### config.mk
export PLATFORM = sky130hd
export DESIGN_NAME = dram_rd_arbiter
export DESIGN_NICKNAME = d
export VERILOG_FILES = /design/src/rtl/dram_rd_arbiter_pkg.sv /design/src/rtl/dram_rd_arbiter_tag_fifo.sv /design/src/rtl/dram_rd_arbiter.sv
export SDC_FILE = /design/constraint.sdc
export NUM_CORES = 1
export LEC_CHECK = 0
export ABC_CLOCK_PERIOD_IN_PS = 8700
export CAP_MARGIN = 40
export CORE_MARGIN = 2
export CORE_UTILIZATION = 44
export DETAILED_ROUTE_END_ITERATION = 12
export HOLD_SLACK_MARGIN = 0.1
export MAX_ROUTING_LAYER = met4
export PLACE_DENSITY = 0.85
export SYNTH_ARGS = -nofsm -noshare
export SYNTH_HDL_FRONTEND = slang
export SYNTH_SLANG_ARGS = --single-unit
### constraint.sdc
create_clock -name clk -period 8.7 [get_ports clk]
set_clock_uncertainty 0.05 [all_clocks]
set_input_delay 0.87 -clock clk [delete_from_list [all_inputs] [get_ports clk]]
set_output_delay 0.87 -clock clk [all_outputs]
set_load 0.05 [all_outputs]
### src/rtl/dram_rd_arbiter_pkg.sv
// Shared constants and helpers for the DRAM read arbiter and its tag FIFO.
package dram_rd_arbiter_pkg;

    localparam int DATA_WIDTH_DEF = 32;
    localparam int ADDR_WIDTH_DEF = 18;
    localparam int NUM_REQ_DEF    = 3;
    localparam int MAX_OUT_DEF    = 4;

    // Requester identities as wired in lenet: activation loader, weight loader, bias loader.
    typedef enum logic [1:0] {
        REQ_IMG  = 2'd0,
        REQ_WGT  = 2'd1,
        REQ_BIAS = 2'd2
    } req_id_e;

    // Tag width needed to name one of numReq requesters.
    function automatic int tagWidth(input int numReq);
        return (numReq > 1) ? $clog2(numReq) : 1;
    endfunction

    // Counter width able to hold 0..maxOut inclusive.
    function automatic int cntWidth(input int maxOut);
        return $clog2(maxOut) + 1;
    endfunction

endpackage

### src/rtl/dram_rd_arbiter_tag_fifo.sv
// Tag FIFO remembering which requester issued each in-flight DRAM read.
// DEPTH must be a power of two so the pointers wrap naturally.
module dram_tag_fifo
    import dram_rd_arbiter_pkg::*;
#(
    parameter int DEPTH = MAX_OUT_DEF,
    parameter int WIDTH = tagWidth(NUM_REQ_DEF),
    parameter int CNT_W = cntWidth(DEPTH)
) (
    input  logic             clk,
    input  logic             rst,
    input  logic             push_i,
    input  logic [WIDTH-1:0] pushTag_i,
    input  logic             pop_i,
    output logic [WIDTH-1:0] headTag_o,
    output logic             full_o,
    output logic             empty_o,
    output logic [CNT_W-1:0] count_o
);

    localparam int PTR_W = $clog2(DEPTH);

    logic [WIDTH-1:0] mem_q [DEPTH];
    logic [PTR_W-1:0] wrPtr_q, wrPtr_d;
    logic [PTR_W-1:0] rdPtr_q, rdPtr_d;
    logic [CNT_W-1:0] count_q, count_d;
    logic             doPush;
    logic             doPop;

    assign full_o    = (count_q == CNT_W'(DEPTH));
    assign empty_o   = (count_q == '0);
    assign doPush    = push_i & ~full_o;
    assign doPop     = pop_i & ~empty_o;
    assign headTag_o = mem_q[rdPtr_q];
    assign count_o   = count_q;

    // Next pointers and occupancy; a simultaneous push and pop leaves the count unchanged.
    always_comb begin
        wrPtr_d = wrPtr_q;
        rdPtr_d = rdPtr_q;
        count_d = count_q;
        if (doPush) begin
            wrPtr_d = wrPtr_q + PTR_W'(1);
        end
        if (doPop) begin
            rdPtr_d = rdPtr_q + PTR_W'(1);
        end
        case ({doPush, doPop})
            2'b10:   count_d = count_q + CNT_W'(1);
            2'b01:   count_d = count_q - CNT_W'(1);
            default: count_d = count_q;
        endcase
    end

    // Pointer and count registers; reset empties the FIFO and discards any stored tags.
    always_ff @(posedge clk or posedge rst) begin
        if (rst) begin
            wrPtr_q <= '0;
            rdPtr_q <= '0;
            count_q <= '0;
        end else begin
            wrPtr_q <= wrPtr_d;
            rdPtr_q <= rdPtr_d;
            count_q <= count_d;
        end
    end

    // Tag storage needs no reset because entries are only read while the count says they are valid.
    always_ff @(posedge clk) begin
        if (doPush) begin
            mem_q[wrPtr_q] <= pushTag_i;
        end
    end

endmodule

### src/rtl/dram_rd_arbiter.sv
// Round-robin arbiter sharing the single DRAM read port among the lenet fetch engines.
// Reads return in issue order, so a tag FIFO routes each returning word to its requester.
module dram_rd_arbiter
    import dram_rd_arbiter_pkg::*;
#(
    parameter int DATA_WIDTH = DATA_WIDTH_DEF,
    parameter int ADDR_WIDTH = ADDR_WIDTH_DEF,
    parameter int NUM_REQ    = NUM_REQ_DEF,
    parameter int MAX_OUT    = MAX_OUT_DEF
) (
    input  logic                          clk,
    input  logic                          rst,
    input  logic [NUM_REQ-1:0]            req,
    input  logic [NUM_REQ*ADDR_WIDTH-1:0] req_addr,
    output logic [NUM_REQ-1:0]            gnt,
    output logic [NUM_REQ-1:0]            rsp_valid,
    output logic [DATA_WIDTH-1:0]         rsp_data,
    output logic                          dram_en_rd,
    output logic [ADDR_WIDTH-1:0]         dram_addr_rd,
    input  logic                          dram_valid,
    input  logic [DATA_WIDTH-1:0]         dram_data_rd,
    output logic                          busy,
    output logic                          err
);

    localparam int TAG_W = tagWidth(NUM_REQ);
    localparam int CNT_W = cntWidth(MAX_OUT);

    logic [TAG_W-1:0]      rrPtr_q, rrPtr_d;
    logic [TAG_W-1:0]      winner;
    logic [TAG_W-1:0]      cand;
    logic                  anyWin;
    logic [ADDR_WIDTH-1:0] winAddr;
    logic                  dramEn_q;
    logic [ADDR_WIDTH-1:0] dramAddr_q;
    logic [NUM_REQ-1:0]    rspValid_q;
    logic [DATA_WIDTH-1:0] rspData_q;
    logic                  err_q;
    logic                  fifoFull;
    logic                  fifoEmpty;
    logic [TAG_W-1:0]      headTag;
    logic [CNT_W-1:0]      outCount;
    logic                  doPop;

    // Eligibility uses the registered count only, so a pop in this cycle cannot free a slot until the next one.
    assign doPop = dram_valid & ~fifoEmpty;

    // Pick the first requester at or after the round-robin pointer; grant is combinational and suppressed in reset.
    always_comb begin
        anyWin  = 1'b0;
        winner  = '0;
        cand    = '0;
        gnt     = '0;
        winAddr = dramAddr_q;
        rrPtr_d = rrPtr_q;
        if (!rst && !fifoFull) begin
            for (int j = 0; j < NUM_REQ; j++) begin
                cand = TAG_W'((int'(rrPtr_q) + j) % NUM_REQ);
                if (!anyWin && req[cand]) begin
                    anyWin = 1'b1;
                    winner = cand;
                end
            end
        end
        for (int i = 0; i < NUM_REQ; i++) begin
            if (anyWin && winner == TAG_W'(i)) begin
                gnt[i]  = 1'b1;
                winAddr = req_addr[i*ADDR_WIDTH +: ADDR_WIDTH];
            end
        end
        if (anyWin) begin
            rrPtr_d = (int'(winner) == NUM_REQ - 1) ? '0 : winner + TAG_W'(1);
        end
    end

    // Issue register: drive the DRAM read port one cycle after the grant and advance the pointer past the winner.
    always_ff @(posedge clk or posedge rst) begin
        if (rst) begin
            rrPtr_q    <= '0;
            dramEn_q   <= 1'b0;
            dramAddr_q <= '0;
        end else begin
            rrPtr_q  <= rrPtr_d;
            dramEn_q <= anyWin;
            if (anyWin) begin
                dramAddr_q <= winAddr;
            end
        end
    end

    // Return register: route each returning word to the head tag; a return with nothing outstanding is a sticky error.
    always_ff @(posedge clk or posedge rst) begin
        if (rst) begin
            rspValid_q <= '0;
            rspData_q  <= '0;
            err_q      <= 1'b0;
        end else begin
            rspValid_q <= doPop ? (NUM_REQ'(1) << headTag) : '0;
            if (doPop) begin
                rspData_q <= dram_data_rd;
            end
            if (dram_valid && fifoEmpty) begin
                err_q <= 1'b1;
            end
        end
    end

    dram_tag_fifo #(
        .DEPTH (MAX_OUT),
        .WIDTH (TAG_W),
        .CNT_W (CNT_W)
    ) u_tagFifo (
        .clk       (clk),
        .rst       (rst),
        .push_i    (anyWin),
        .pushTag_i (winner),
        .pop_i     (doPop),
        .headTag_o (headTag),
        .full_o    (fifoFull),
        .empty_o   (fifoEmpty),
        .count_o   (outCount)
    );

    assign dram_en_rd   = dramEn_q;
    assign dram_addr_rd = dramAddr_q;
    assign rsp_valid    = rspValid_q;
    assign rsp_data     = rspData_q;
    assign err          = err_q;
    assign busy         = (outCount != '0) | (|rspValid_q);

endmodule

-- Word-level counts from Yosys, hierarchy flattened
Memory sizes are Yosys's and may differ from the RTL's.
Cells that the tools add are included.
- logic and storage cells: 81
- bits in registers: 64
- output and inout port bits: 59
- RAM bits: 8
- memories kept: 1
- input port bits: 92
- muxes and demuxes: 27
- equal/unequal tests: 6
- div/mod/pow operators: 3
- bitwise gates (word level): 6
- reduce and logical (&&, ||, !) cells: 18
- $add $sub $neg: 7
- shifts and indexed selects: 1
- $lt $le $gt $ge: 3
- memory list (memory ; depth ; width ; read ports ; clocked after Yosys merged registers in ; write ports ; line ; source):
    u_tagFifo.mem_q ; 4 ; 2 ; 1 ; 0 ; 1 ; dram_rd_arbiter_tag_fifo.sv:23 ; logic [WIDTH-1:0] mem_q [DEPTH];
- operator list (kind ; number):
    32-bit by 3-bit modulo with 32-bit output (second input constant) ; 2
    18-bit two-way mux ; 3
    3-bit by 3-bit modulo with 32-bit output (second input constant) ; 1
    1-bit two-way mux ; 14
    2-bit two-way mux ; 5
    2-bit by 3-bit less-than comparator with 1-bit output (second input constant) ; 3
    1-bit logical AND ; 7
    2-bit by 1-bit adder with 2-bit output (second input constant) ; 3
    1-bit binary-select mux with 2-bit select ; 3
    2-bit == test (second input constant) ; 3
    3-bit case mux with 2 select lines ; 1
    3-bit nonzero test ; 2
    2-bit by 1-bit == test with 1-bit output (second input constant) ; 2
    1-bit zero test ; 4
    2-bit by 1-bit adder with 3-bit output (second input constant) ; 1
    2-bit by 2-bit adder with 3-bit output (second input constant) ; 1
    3-bit by 1-bit adder with 3-bit output (second input constant) ; 1
    1-bit AND ; 3
    3-bit == test (second input constant) ; 1
    3-bit zero test ; 1
    3-bit two-way mux ; 1
    3-bit OR reduction ; 1
    1-bit by 2-bit left shift with 3-bit output (first input constant) ; 1
    3-bit by 1-bit subtractor with 3-bit output (second input constant) ; 1
    5 further kinds ; 6

-- Depth between registers and ports, before layout
- word-level depth: 18
- depth in mapped cells: 13
- gate-level depth less buffers: 11

-- Modules after synthesis
Synthesis repeated with hierarchy kept, for this count alone.
- cells, all modules: 327
- area total of the unflattened synthesis: 3358.2 um^2
- by module, submodules not included (module ; times used ; sequential area each (um^2) ; area each (um^2) ; cells an instance):
    dram_rd_arbiter ; 1 ; 1426.4 ; 2628.8 ; 279
    dram_tag_fifo ; 1 ; 415.4 ; 729.4 ; 48

-- Least setup slack after synthesis
OpenSTA, ideal clock, no wires.
- path kind: input-to-output
- from: in req[1]
- to: out gnt[0]
- cell stages on the path: 4
- data required time: 7780 ps
- path slack: 4976 ps
- path buffers: 0
- arrival time: 2804 ps
- cells stage by stage: nor2_1 > maj3_2 > a2111o_1 > nor3_1
- cells in the longest elaborated chain, start to end: 15
- elaborated cells between the ends (all ways): 23
- classes of those cells: mux (17); reduce/logical (6)
- RTL lines (element ; line ; source):
    start: declaration ; dram_rd_arbiter.sv:13 ; input logic [NUM_REQ-1:0] req,
    1-bit binary-select mux with 2-bit select ; dram_rd_arbiter.sv:59 ; if (!anyWin && req[cand]) begin
    1-bit two-way mux (not written as such) ; dram_rd_arbiter.sv:59 ;
    1-bit two-way mux ; dram_rd_arbiter.sv:59 ;
    1-bit two-way mux ; dram_rd_arbiter.sv:56 ; if (!rst && !fifoFull) begin
    1-bit zero test ; dram_rd_arbiter.sv:59 ;
    1-bit logical AND ; dram_rd_arbiter.sv:59 ;
    1-bit two-way mux ; dram_rd_arbiter.sv:59 ;
    1-bit two-way mux ; dram_rd_arbiter.sv:56 ;
    1-bit zero test ; dram_rd_arbiter.sv:59 ;
    1-bit logical AND ; dram_rd_arbiter.sv:59 ;
    2-bit two-way mux ; dram_rd_arbiter.sv:59 ;
    2-bit two-way mux ; dram_rd_arbiter.sv:56 ;
    2-bit zero test ; dram_rd_arbiter.sv:66 ; if (anyWin && winner == TAG_W'(i)) begin
    1-bit logical AND * ; dram_rd_arbiter.sv:66 ;
    1-bit two-way mux * ; dram_rd_arbiter.sv:66 ;
    end: declaration ; dram_rd_arbiter.sv:15 ; output logic [NUM_REQ-1:0] gnt,
Mark *: on every way between the ends. The rest lies on a longest branch, timed or not. The select of a mux whose other input is x is not followed.

-- Worst setup path in the final report
Same ends and word-level chain as after synthesis.

==> run summary <==
## Finish
• **commonest non-fill, non-tap cells in the layout** 150 x sky130_fd_sc_hd__clkdlybuf4s50_1, 115 x sky130_fd_sc_hd__nand2_1, 64 x sky130_fd_sc_hd__dfrtp_1
• **share of cells above drive strength 1** 0.0538
• **Post-layout nets** 579
• **post-route cell area** 0.00504 sq mm
• **core occupancy in the finished layout** 0.702
• **antenna diode count** 0
• **fill cell count** 521
• **most common cell after layout, fill and taps aside** sky130_fd_sc_hd__clkdlybuf4s50_1
• **growth of design area from synthesis to finish** 55.5%

## Floorplanning
• **placeable core area** 0.00718 sq mm
• **Site Rows** 31
• **die area** 0.00806 sq mm
• **die boundary height** 89.8 um
• **die extent in x** 89.8 um
• **number of top-level design ports** 151
• **effective utilization at floorplan** 0.451

## Route
• **count of TritonRoute iterations in the first routing pass** 4
• **overall via count from detail_route** 2957
• **DR DRC count** 0
• **final wirelength** 8380 um
• **remaining antenna violation count** 0
• **violation count after the first detailed-route iteration** 114
• **routed length per instance** 14.4 um
• **via/cell ratio** 5.08

## Critical path
• **capturing element type of the critical path** primary output
• **Critical Path, Cell by Cell** clkdlybuf4s50_1 -> nor2_1 -> maj3_2 -> a2111o_1 -> nor3_1 -> clkdlybuf4s50_1
• **minimum setup slack among reg-to-reg paths** 5470 ps
• **Critical Path Most Common Cell** sky130_fd_sc_hd__clkdlybuf4s50_1
• **worst reg2reg startpoint** rrPtr_q[0]
• **startpoint kind of the worst setup timing path** input port
• **reg-to-reg critical path endpoint** u_tagFifo.count_o[2]
• **required time of the critical path** 7780 ps
• **kind of critical path** in -> out
• **biggest fanout along the worst timing path** 22
• **highest-delay cell along the critical path** sky130_fd_sc_hd__clkdlybuf4s50_1
• **arrival time worst endpoint** 3860 ps
• **maximum single-stage delay on the critical path** 870 ps
• **count of cells along the worst register-to-register path** 11

## Logic synthesis
• **dominant combinational cell family by area after synthesis** simple AND/OR/NAND/NOR gates
• **number of distinct library cells after synthesis** 38
• **Post-Synthesis Cells** 336
• **syn nets** 436
• **area fraction in compound gates after synthesis** 0.125
• **Post-Synth Simple-Gate Area** 0.195
• **summed instance area of the synthesized netlist** 0.00324 sq mm
• **EDFF count, synth** 8
• **post-synthesis average cell area** 9.64 sq um
• **Top FF cell, synth** sky130_fd_sc_hd__dfrtp_1
• **sequential-to-total area share from yosys stat** 0.569
• **flop and latch count out of synthesis** 72
• **mux share of post-synthesis cell area** 0.0170
• **adder and majority cell fraction of the synthesized area** 0.0367
• **Yosys Warn Count** 0
• **async set or reset register ratio after synthesis** 0.889
• **share of the synthesized netlist area taken by xor and xnor gates** 0.0162

## STA
• **Final period util** 0.549
• **Final Hold Violating Endpoints** 0
• **setup repair after global routing missed its margin** false
• **max-slew violation total from the final report** 0
• **Final Critical Period** 4780 ps
• **worst relative slew slack** 0.428
• **final setup violation count** 0
• **worst slew pin tran** 855 ps
• **Max Clock Freq** 209 MHz
• **setup_tns** 0 ps

## Global route
• **number of antenna violations at the first check in global routing** 0
• **All-Layer GR Usage** 0.219
• **pin count of the biggest net entering global routing** 38
• **residual overflow from global routing** 0
• **first-pass GRT wire length** 13900 um
• **via count of the first global-routing pass** 2943

## Job
• **maximum capacitance violations** 0

## Placed design
• **Port Buffers** 150
• **RD Place Congestion** 0.808
• **Placed Instance Area** 0.00483 sq mm
• **HPWL reported at the end of detailed placement** 6320 um

## Hold path
• **worst min-delay path startpoint** rsp_data[24]
• **hold depth** 2
• **kind of path behind the tightest hold check** reg -> reg
• **hold endpoint** rsp_data[24]

## Clocking
• **clock sink count** 72
• **Clock Pin Slew Worst Setup and Hold Paths** 70 ps
• **Clock Root Buffer** sky130_fd_sc_hd__clkbuf_8
• **number of H-tree levels** 3
• **CTS Buf Count** 9
• **TritonCTS clock tree** built
• **clock latency on the worst-skew pair** 340 ps
• **Clock Tree Buf Depth** 2
• **Post-CTS Hold Buffers** 0
• **buffers inserted by post-CTS timing repair** 0
• **cts repair resizes** 0

## Pwr
• **Power Density** 371 mW/mm^2
• **worst vdd rail ir drop** 0.205 mV
• **leak pwr** 2.22 nW

## Outcome
• **run status** completed

-- worst max-delay path, delay by kind of cell --
family / cells / cell delay [ps]
compound gates: 1 / 720
buf+inv: 2 / 1470
fa+ha+maj: 1 / 310
simple gates: 2 / 470
-- power by group --
part           switching, W  internal, W  total, W
Clock              0.000121     0.000159  0.000280
Combinational      0.000680     0.000366   0.00105
Sequential        0.0000711     0.000472  0.000543
Total              0.000872     0.000996   0.00187
-- area by class of cell --
class | count | area, sq um | share of cell area
Sequential cell | 72 | 1840 | 0.366
Clock buffer | 9 | 124 | 0.0246
Tap cell | 99 | 124 | 0.0246
Timing Repair Buffer | 154 | 1560 | 0.310
Multi-Input combinational cell | 231 | 1260 | 0.251
Inverter | 11 | 41.3 | 0.00820
Clock inverter | 6 | 82.6 | 0.0164
-- sequential cells by signal, summed over array words and instances (netlist names) --
| name | cells |
|---|---|
| u_tagFifo.mem_q | 8 |
| rsp_data | 32 |
| dram_addr_rd | 18 |
| err | 1 |
| rrPtr_q | 2 |
| dram_en_rd | 1 |
| u_tagFifo.count_o | 3 |
| u_tagFifo.rdPtr_q | 2 |
| u_tagFifo.wrPtr_q | 2 |
| rsp_valid | 3 |
-- cell families (layout without fill, tap and decap cells) --
logic type                 count (synthesis)  in the layout
adders and majority gates                  9              9
and+or+nand+nor                          153            153
AOI/OAI and AO/OA                         60             60
xor gates and xnor gates                   6              6
DFF                                       72             72
buffers and inverters                     33            180
muxes                                      3              3
-- per-layer routing --
layer  track usage  part of all wire  vias up
met5             -                 0        -
met4        0.0731             0.011        0
met3        0.0704             0.083       10
met2         0.348              0.49      128
met1         0.267              0.41     1396
li1              -                 -     1423
-- cell usage after synthesis (2+ instances only) --
master | number | area [sq um]
sky130_fd_sc_hd__nor2_1 | 12 | 45.0
sky130_fd_sc_hd__nor3_1 | 4 | 20.0
sky130_fd_sc_hd__dfrtp_1 | 64 | 1600
sky130_fd_sc_hd__and2_1 | 5 | 31.3
sky130_fd_sc_hd__xnor2_1 | 4 | 35.0
sky130_fd_sc_hd__clkbuf_1 | 18 | 67.6
sky130_fd_sc_hd__ha_1 | 7 | 87.6
sky130_fd_sc_hd__buf_4 | 2 | 15.0
sky130_fd_sc_hd__inv_1 | 9 | 33.8
sky130_fd_sc_hd__and3_1 | 2 | 12.5
sky130_fd_sc_hd__a21o_1 | 2 | 15.0
sky130_fd_sc_hd__o21ai_0 | 18 | 90.1
sky130_fd_sc_hd__buf_2 | 2 | 10.0
sky130_fd_sc_hd__a21oi_1 | 7 | 35.0
sky130_fd_sc_hd__nor2b_1 | 2 | 12.5
sky130_fd_sc_hd__nand3_1 | 7 | 35.0
sky130_fd_sc_hd__o32ai_1 | 13 | 114
sky130_fd_sc_hd__nor3b_1 | 3 | 22.5
sky130_fd_sc_hd__edfxtp_1 | 8 | 240
sky130_fd_sc_hd__nand2_1 | 115 | 432
sky130_fd_sc_hd__mux4_2 | 2 | 45.0
sky130_fd_sc_hd__xor2_1 | 2 | 17.5
sky130_fd_sc_hd__a221oi_1 | 6 | 52.6
sky130_fd_sc_hd__o21ai_1 | 8 | 40.0
-- worst max path at each step --
stage | end | cells after the start | startpoint | slack, ps
after global placement | gnt[0] | 6 | req[1] | 4060
after floorplan | gnt[0] | 4 | req[1] | 4980
final | gnt[0] | 6 | req[1] | 3920
after detailed placement | gnt[0] | 6 | req[1] | 3960
after global routing | gnt[0] | 6 | req[2] | 3780
after CTS | gnt[0] | 6 | req[1] | 3940
-- metrics by stage --
stage	std cells	hold slack, ps	total power, W	setup WS [ps]
finish	582	426	0.00187	3920
global route	582	456	0.00197	3780
CTS	582	431	0.00188	3940
detailed placement	567	413	0.00160	3960
global placement	564	407	0.00156	4060
floorplan	336	406	0.00125	4980
(Power assumes the default switching activity.)
